### config.mk
export PLATFORM = sky130hd
export DESIGN_NAME = key_conditioner
export DESIGN_NICKNAME = d
export VERILOG_FILES = /design/src/rtl/key_conditioner.sv
export SDC_FILE = /design/constraint.sdc
export NUM_CORES = 1
export LEC_CHECK = 0
export ABC_CLOCK_PERIOD_IN_PS = 5000
export CAP_MARGIN = 20
export CORE_UTILIZATION = 55
export CTS_BUF_LIST = sky130_fd_sc_hd__clkbuf_8 sky130_fd_sc_hd__clkbuf_16
export DETAILED_ROUTE_END_ITERATION = 7
export PLACE_DENSITY = 0.72
export SLEW_MARGIN = 20
export SYNTH_ARGS = -nofsm -noshare
export SYNTH_HDL_FRONTEND = slang
export SYNTH_SLANG_ARGS = --single-unit
### constraint.sdc
create_clock -name CLOCK_50 -period 5 [get_ports CLOCK_50]
set_input_delay 1 -clock CLOCK_50 [delete_from_list [all_inputs] [get_ports CLOCK_50]]
set_output_delay 1 -clock CLOCK_50 [all_outputs]
set_load 0.02 [all_outputs]
### src/rtl/key_conditioner.sv
// Pushbutton conditioner: per key, a two-flop synchroniser, a counter debounce FSM,
// registered press/release pulses and an optional hold-to-repeat pulse.
module key_conditioner #(
  parameter int NUM_KEYS        = 3,
  parameter int DEBOUNCE_CYCLES = 1000000,
  parameter int REPEAT_DELAY    = 25000000,
  parameter int REPEAT_PERIOD   = 5000000,
  parameter int CNT_W           = 25
) (
  input  logic                CLOCK_50,
  input  logic                reset,
  input  logic [NUM_KEYS-1:0] key_n,
  output logic [NUM_KEYS-1:0] pressed,
  output logic [NUM_KEYS-1:0] press_pulse,
  output logic [NUM_KEYS-1:0] release_pulse,
  output logic [NUM_KEYS-1:0] repeat_pulse,
  output logic                any_pressed
);

  typedef enum logic [1:0] {
    IDLE,
    PRESS_WAIT,
    HELD,
    RELEASE_WAIT
  } state_t;

  localparam logic [CNT_W-1:0] DEB_LAST  = CNT_W'(DEBOUNCE_CYCLES - 1);
  localparam logic [CNT_W-1:0] RPT_FIRST = CNT_W'((REPEAT_DELAY > 0) ? (REPEAT_DELAY - 1) : 0);
  localparam logic [CNT_W-1:0] RPT_NEXT  = CNT_W'(REPEAT_PERIOD - 1);
  localparam logic [CNT_W-1:0] CNT_ONE   = CNT_W'(1);
  localparam bit               RPT_EN    = (REPEAT_DELAY != 0);

  logic [NUM_KEYS-1:0] r_sync1;
  logic [NUM_KEYS-1:0] r_sync2;
  logic [NUM_KEYS-1:0] w_pressedNext;
  logic                r_anyPressed;

  // Sync flops reset to the released level so a held key is re-debounced after reset
  always_ff @(posedge CLOCK_50) begin
    if (reset) begin
      r_sync1 <= '1;
      r_sync2 <= '1;
    end else begin
      r_sync1 <= key_n;
      r_sync2 <= r_sync1;
    end
  end

  always_ff @(posedge CLOCK_50) begin
    if (reset) begin
      r_anyPressed <= 1'b0;
    end else begin
      r_anyPressed <= |w_pressedNext;
    end
  end

  assign any_pressed = r_anyPressed;

  for (genvar g = 0; g < NUM_KEYS; g++) begin : g_chan
    state_t           r_state;
    state_t           w_stateNext;
    logic [CNT_W-1:0] r_cnt;
    logic [CNT_W-1:0] w_cntNext;
    logic [CNT_W-1:0] r_rcnt;
    logic [CNT_W-1:0] w_rcntNext;
    logic             r_firstDone;
    logic             w_firstDoneNext;
    logic             r_pressed;
    logic             r_pressPulse;
    logic             r_releasePulse;
    logic             r_repeatPulse;
    logic             w_pressed;
    logic             w_pressPulse;
    logic             w_releasePulse;
    logic             w_repeatPulse;
    logic             w_s;

    assign w_s = ~r_sync2[g];

    always_ff @(posedge CLOCK_50) begin
      if (reset) begin
        r_state        <= IDLE;
        r_cnt          <= '0;
        r_rcnt         <= '0;
        r_firstDone    <= 1'b0;
        r_pressed      <= 1'b0;
        r_pressPulse   <= 1'b0;
        r_releasePulse <= 1'b0;
        r_repeatPulse  <= 1'b0;
      end else begin
        r_state        <= w_stateNext;
        r_cnt          <= w_cntNext;
        r_rcnt         <= w_rcntNext;
        r_firstDone    <= w_firstDoneNext;
        r_pressed      <= w_pressed;
        r_pressPulse   <= w_pressPulse;
        r_releasePulse <= w_releasePulse;
        r_repeatPulse  <= w_repeatPulse;
      end
    end

    // Repeat counter only advances in HELD, so a rejected release glitch freezes it
    always_comb begin
      w_stateNext     = r_state;
      w_cntNext       = r_cnt;
      w_rcntNext      = r_rcnt;
      w_firstDoneNext = r_firstDone;
      w_pressed       = r_pressed;
      w_pressPulse    = 1'b0;
      w_releasePulse  = 1'b0;
      w_repeatPulse   = 1'b0;
      case (r_state)
        IDLE: begin
          w_pressed = 1'b0;
          if (w_s) begin
            w_stateNext = PRESS_WAIT;
            w_cntNext   = '0;
          end
        end
        PRESS_WAIT: begin
          if (!w_s) begin
            w_stateNext = IDLE;
          end else if (r_cnt == DEB_LAST) begin
            w_stateNext     = HELD;
            w_pressed       = 1'b1;
            w_pressPulse    = 1'b1;
            w_rcntNext      = '0;
            w_firstDoneNext = 1'b0;
          end else begin
            w_cntNext = r_cnt + CNT_ONE;
          end
        end
        HELD: begin
          if (!w_s) begin
            w_stateNext = RELEASE_WAIT;
            w_cntNext   = '0;
          end else if (RPT_EN) begin
            if (r_rcnt == (r_firstDone ? RPT_NEXT : RPT_FIRST)) begin
              w_repeatPulse   = 1'b1;
              w_rcntNext      = '0;
              w_firstDoneNext = 1'b1;
            end else begin
              w_rcntNext = r_rcnt + CNT_ONE;
            end
          end
        end
        RELEASE_WAIT: begin
          if (w_s) begin
            w_stateNext = HELD;
          end else if (r_cnt == DEB_LAST) begin
            w_stateNext    = IDLE;
            w_pressed      = 1'b0;
            w_releasePulse = 1'b1;
          end else begin
            w_cntNext = r_cnt + CNT_ONE;
          end
        end
        default: begin
          w_stateNext = IDLE;
          w_pressed   = 1'b0;
        end
      endcase
    end

    assign w_pressedNext[g] = w_pressed;
    assign pressed[g]       = r_pressed;
    assign press_pulse[g]   = r_pressPulse;
    assign release_pulse[g] = r_releasePulse;
    assign repeat_pulse[g]  = r_repeatPulse;
  end

endmodule

Word-level counts from Yosys, hierarchy flattened

Index checks and enable logic that the tools add are counted.

Register bits after elaboration: 178
Latch bits: 0
Memory bits (writable): 0
Bits in read-only memories: 0
Input bits: 5
Word-level logic and storage cells: 208
Memories kept: 0

$add $sub $neg: 6
Multipliers: 0
Div/mod/pow operators: 0
$lt $le $gt $ge: 0
Equality and inequality tests: 42
Shifts and indexed selects: 0
Muxes and demuxes: 93
Bitwise operators: 12
Reduce and logical (&&, ||, !) cells: 28

Operators with widths:

| operator                                                          | number |
|---|---|
| 25-bit two-way mux                                                | 30 |
| 25-bit case mux with 4 select lines                               | 3 |
| 25-bit by 1-bit adder with 25-bit output, second input constant   | 6 |
| 25-bit case mux with 2 select lines                               | 3 |
| 25-bit by 20-bit == test with 1-bit output, second input constant | 3 |
| 25-bit == test                                                    | 3 |
| 2-bit != test, second input constant                              | 21 |
| 2-bit two-way mux                                                 | 18 |
| 4-bit AND reduction                                               | 9 |
| 1-bit two-way mux                                                 | 30 |
| 3-bit OR reduction                                                | 10 |
| 2-bit case mux with 4 select lines                                | 3 |
| 3-bit != test, second input constant                              | 6 |
| 5-bit AND reduction                                               | 3 |
| 2-bit == test, second input constant                              | 6 |
| 1-bit inverter                                                    | 12 |
| 1-bit case mux with 3 select lines                                | 3 |
| 2-bit by 1-bit == test with 1-bit output, second input constant   | 3 |
| 2-bit zero test                                                   | 3 |
| 1-bit case mux with 2 select lines                                | 3 |
| 2-bit nonzero test                                                | 3 |

Logic depth before layout (Yosys ltp)

Word-level depth: 5
Gate-level depth with buffers: 9
Mapped depth without buffers: 7

Worst setup path before layout

Ideal clock, no wire load.

Path type: register to register
From: register g_chan[2].r_cnt[20]
To: register g_chan[2].r_rcnt[10]
Library setup time: 70 ps
Data arrival time: 2560 ps
Data required time: 4930 ps
Setup slack: 2370 ps
Cell stages (with the launch flop): 7
Buffers on the path: 0
Clock period less this slack: 2630 ps
Path through: dfxtp_1 or4_4 or4_4 o21a_4 or3_1 or4b_1 o2bb2ai_1

Cells in the longest elaborated chain, start to end: 3

Ends and longest elaborated chain:

| item                                       | RTL line | RTL |
|---|---|---|
| start, declared                            | 62       | `logic [CNT_W-1:0] r_cnt;` |
| start signal, assigned                     | 92       | `r_cnt <= w_cntNext;` |
| 25-bit by 20-bit == test with 1-bit output | 123      | `end else if (r_cnt == DEB_LAST) begin` |
| 2-bit != test (no line)                    | n/a      |  |
| 4-bit AND reduction (no line)              | n/a      |  |
| end signal, assigned                       | 93       | `r_rcnt <= w_rcntNext;` |
| end, declared                              | 64       | `logic [CNT_W-1:0] r_rcnt;` |

No other way between the ends.
A chain may end at the register's enable or synchronous reset.

Worst setup path in the final report

From: register g_chan[2].r_cnt[20]
To: register g_chan[2].r_rcnt[9]

The elaborated chain is that of the path after synthesis.

==> run_results.csv <==
group,metric,value,unit
sta,post-route-min-period,3130,ps
worst_setup_path,critPathSlowestCell,"a211o_1",
synthesis,synth-seq-cells,178,
floorplan,boundaryPins,18,
layout,instances_no_fill,1205,
power_and_ir_drop,p_switching,0.606,mW
global_routing,antenna_found_initial,0,
placed_design,io_buffers,17,
synthesis,ys_seq_area_share,41.8,%
placed_design,preCtsSetupSlack,1690,ps
sta,setup_viol,0,
route,drc,0,
clock_network,cts_resized,0,
worst_setup_path,r2r_setup_slack,1870,ps
synthesis,synth.distinct_cells,60,
power_and_ir_drop,p_comb_share,1.6,%
run,maxCapViolations,0,
route,drt-met1-wl,8.80,mm
status,status,"finished clean",
synthesis,yosys_warnings,0,
layout,antennaDiodeCount,0,
hold_path,whs_path_depth,1,
sta,drv_slew,0,
clock_network,cts_sinks,178,
floorplan,num_rows,45,
placed_design,dpl.hpwl,11.9,mm
clock_network,clock_latency,430,ps
clock_network,postCtsHoldBufs,0,
floorplan,start_util,56.3,%
layout,area_growth,9.29,%
synthesis,synth_nets,1026,
layout,drive_above_1_share,5.60,%
floorplan,dieArea,0.0160,mm2
worst_setup_path,worstPathArrival,3410,ps
floorplan,core-area,0.0151,mm2
power_and_ir_drop,seqPwrFrac,50.5,%
worst_setup_path,critPathLaunchType,"register",
clock_network,cts_tree,"done",
route,wl_met2,7.95,mm
floorplan,die_y,127,um
route,avgViaCountPerCell,5.85,
synthesis,synth_area,0.00853,mm2
sta,skew,12.6,ps
worst_setup_path,cp_data_required_time,5280,ps
worst_setup_path,r2r_end,"g_chan[2].r_rcnt[9]",
hold_path,worstHoldEndpoint,"r_sync2[1]",
global_routing,first_global_vias,6339,
global_routing,track_usage,23.0,%
synthesis,yosys_most_used_dff,"dfxtp_1",
hold_path,hold_start,"r_sync1[1]",
power_and_ir_drop,power,2.82,mW
placed_design,gp_congestion,0.824,
layout,nNetsFinal,1015,
global_routing,grt_pass1_wl,30.3,mm
power_and_ir_drop,clockPowerShare,47.9,%
clock_network,cts_buffers,17,
route,postRouteAntennaNets,0,
sta,tightest_slew,977,ps
layout,multi_input_comb_area,0.00465,mm2
power_and_ir_drop,max-vdd-ir-drop,0.263,mV
synthesis,syn_area_per_cell,8.40,um2
worst_setup_path,rr_startpoint,"g_chan[2].r_cnt[20]",
worst_setup_path,path_class,"reg2reg",
sta,max-slew-margin-rel,34.3,%
sta,setup_tns,0,ps
route,dr.pass1.iters,5,
route,post_drt_wl_per_cell,14.7,um
clock_network,cts.path.max_buffers,2,
layout,regArea,0.00356,mm2
route,met3_length,731,um
sta,finalHoldViolCount,0,
synthesis,synth-edff-count,0,
route,routed_wl,17.7,mm
worst_setup_path,crit_path_end_kind,"register",
synthesis,netlist_instances,1015,
route,drtIter0Drc,506,
clock_network,h-tree-depth,4,
layout,fill_cells,1366,
floorplan,die_x,127,um
clock_network,clk_root_buffer_cell,"clkbuf_16",
route,highest_layer,"met4",
worst_setup_path,rr_worst_depth,6,
power_and_ir_drop,switching_share,21.5,%
power_and_ir_drop,p_leak,2.89,nW
worst_setup_path,crit_fanout,27,
power_and_ir_drop,p_int,2.22,mW
hold_path,hp-class,"reg2reg",
global_routing,grt_max_degree,28,
synthesis,async_flop_share,0,%
sta,finalCritPeriodShare,62.6,%
clock_network,cts_setup_buffers,0,
placed_design,place_inst,1172,
sta,rsz0062_at_grt,"no",
clock_network,cts.clk_slew.worst_paths,70,ps
global_routing,grt_overflow,0,
power_and_ir_drop,p_per_area,303,mW/mm2
route,dr_total_vias,7054,
sta,fmax,320,MHz
sta,worst_slack,1870,ps
worst_setup_path,cp_cell_sequence,"or4_4 > or2_2 > nor4_1 > a211o_1 > or3b_1 > o21ai_0",
worst_setup_path,cp_slowest_stage_delay,760,ps
[how the worst max path moves through the flow]
| stage | slack (ps) | depth (start not counted) | endpoint | from |
|---|---|---|---|---|
| 2_1_floorplan | 2370 | 6 | g_chan[2].r_rcnt[10] | g_chan[2].r_cnt[20] |
| 3_3_place_gp | 1760 | 4 | g_chan[0].r_rcnt[10] | reset |
| 3_5_place_dp | 1690 | 4 | g_chan[0].r_rcnt[10] | reset |
| 4_1_cts | 1680 | 7 | g_chan[2].r_rcnt[9] | g_chan[2].r_rcnt[0] |
| 5_1_grt | 1530 | 6 | g_chan[2].r_rcnt[9] | g_chan[2].r_cnt[9] |
| 6_report | 1870 | 6 | g_chan[2].r_rcnt[9] | g_chan[2].r_cnt[20] |
[power groups by stage]
| stage | Combinational, mW | Clock, mW | Sequential, mW |
|---|---|---|---|
| 2_1_floorplan | 0.0345 | 0 | 1.45 |
| 3_3_place_gp | 0.0467 | 0 | 1.46 |
| 3_5_place_dp | 0.0468 | 0 | 1.46 |
| 4_1_cts | 0.0470 | 1.38 | 1.42 |
| 5_1_grt | 0.0515 | 1.43 | 1.42 |
| 6_report | 0.0461 | 1.35 | 1.42 |
[worst max-delay path, delay by kind of cell, from the launching register on]
kind	cells	cell delay (ps)
compound gates	2	830
simple gates	4	1790
flops	1	350
[layout by cell type, fill, tap and decap left out, drive strengths merged, types with 6 or more instances in the layout]
cell type	count
a211oi	6
a21oi	23
and2	6
and3	14
and4	12
clkbuf	18
clkdlybuf4s50	17
dfxtp	178
ha	6
inv	23
nand2	69
nand3	62
nand4	62
nor2	158
nor3	48
nor3b	6
nor4	39
nor4b	6
nor4bb	6
o21ai	19
or2	11
or3	20
or4	14
xnor2	68
xor2	64
[cells in the mapped netlist, drive strengths merged (5+ instances only)]
cell type / n / area (um2)
nor2: 158 / 593
nor3b: 6 / 45.0
nand3: 62 / 310
and3: 14 / 87.6
or4: 14 / 113
xor2: 64 / 561
nor4: 39 / 263
nand4: 62 / 388
nor3: 48 / 240
nand2: 69 / 259
clkbuf: 37 / 139
o21ai: 19 / 95.1
and4: 12 / 105
or3: 20 / 126
xnor2: 68 / 596
or2: 11 / 68.8
o31a: 5 / 43.8
a211oi: 6 / 45.0
ha: 6 / 75.1
buf: 16 / 116
dfxtp: 178 / 3560
nor4b: 6 / 58.8
a21oi: 23 / 115
nor4bb: 6 / 60.1
inv: 17 / 63.8
nor2b: 5 / 31.3
and2: 6 / 37.5
[state kept, by name, indices dropped and copies added (netlist names), named ones only]
signal / cells
g_chan.r_pressed: 3
r_sync1: 3
g_chan.r_releasePulse: 3
g_chan.r_repeatPulse: 3
g_chan.r_pressPulse: 3
g_chan.r_cnt: 75
r_sync2: 3
g_chan.r_state: 3
g_chan.r_rcnt: 75
g_chan.r_firstDone: 3
any_pressed: 1
[kinds of logic after synthesis]
| family | count (synthesis) | synth area share [%] |
|---|---|---|
| and+or+nand+nor | 552 | 34.1 |
| DFF | 178 | 41.8 |
| xor gates and xnor gates | 132 | 13.6 |
| AOI/OAI and AO/OA | 77 | 5.94 |
| adders and majority gates | 6 | 0.880 |
| buffers and inverters | 70 | 3.74 |
[layer usage]
layer  GRT usage (%)  vias up
li1                -     3567
met3            4.34       25
met1            32.3     3293
met4            7.65        0
met5               0        -
met2            35.7      169
[final cells by class]
class / instances / area share (%)
Clock buffer: 17 / 4.56
Clock inverter: 15 / 1.80
Inverter: 17 / 0.685
Multi-Input combinational cell: 767 / 49.9
Sequential cell: 178 / 38.2
Tap cell: 188 / 2.52
Timing Repair Buffer: 23 / 2.28
[metrics by stage]
stage | hold slack (ps) | utilization, % | instance area [um2]
3_3_place_gp | 392 | 57.5 | 8710
4_1_cts | 410 | 61.5 | 9310
2_1_floorplan | 389 | - | 8530
6_report | 409 | 61.5 | 9320
5_1_grt | 425 | 61.5 | 9320
3_5_place_dp | 394 | 57.5 | 8710
No activity file was read; power rests on OpenSTA's default activity.
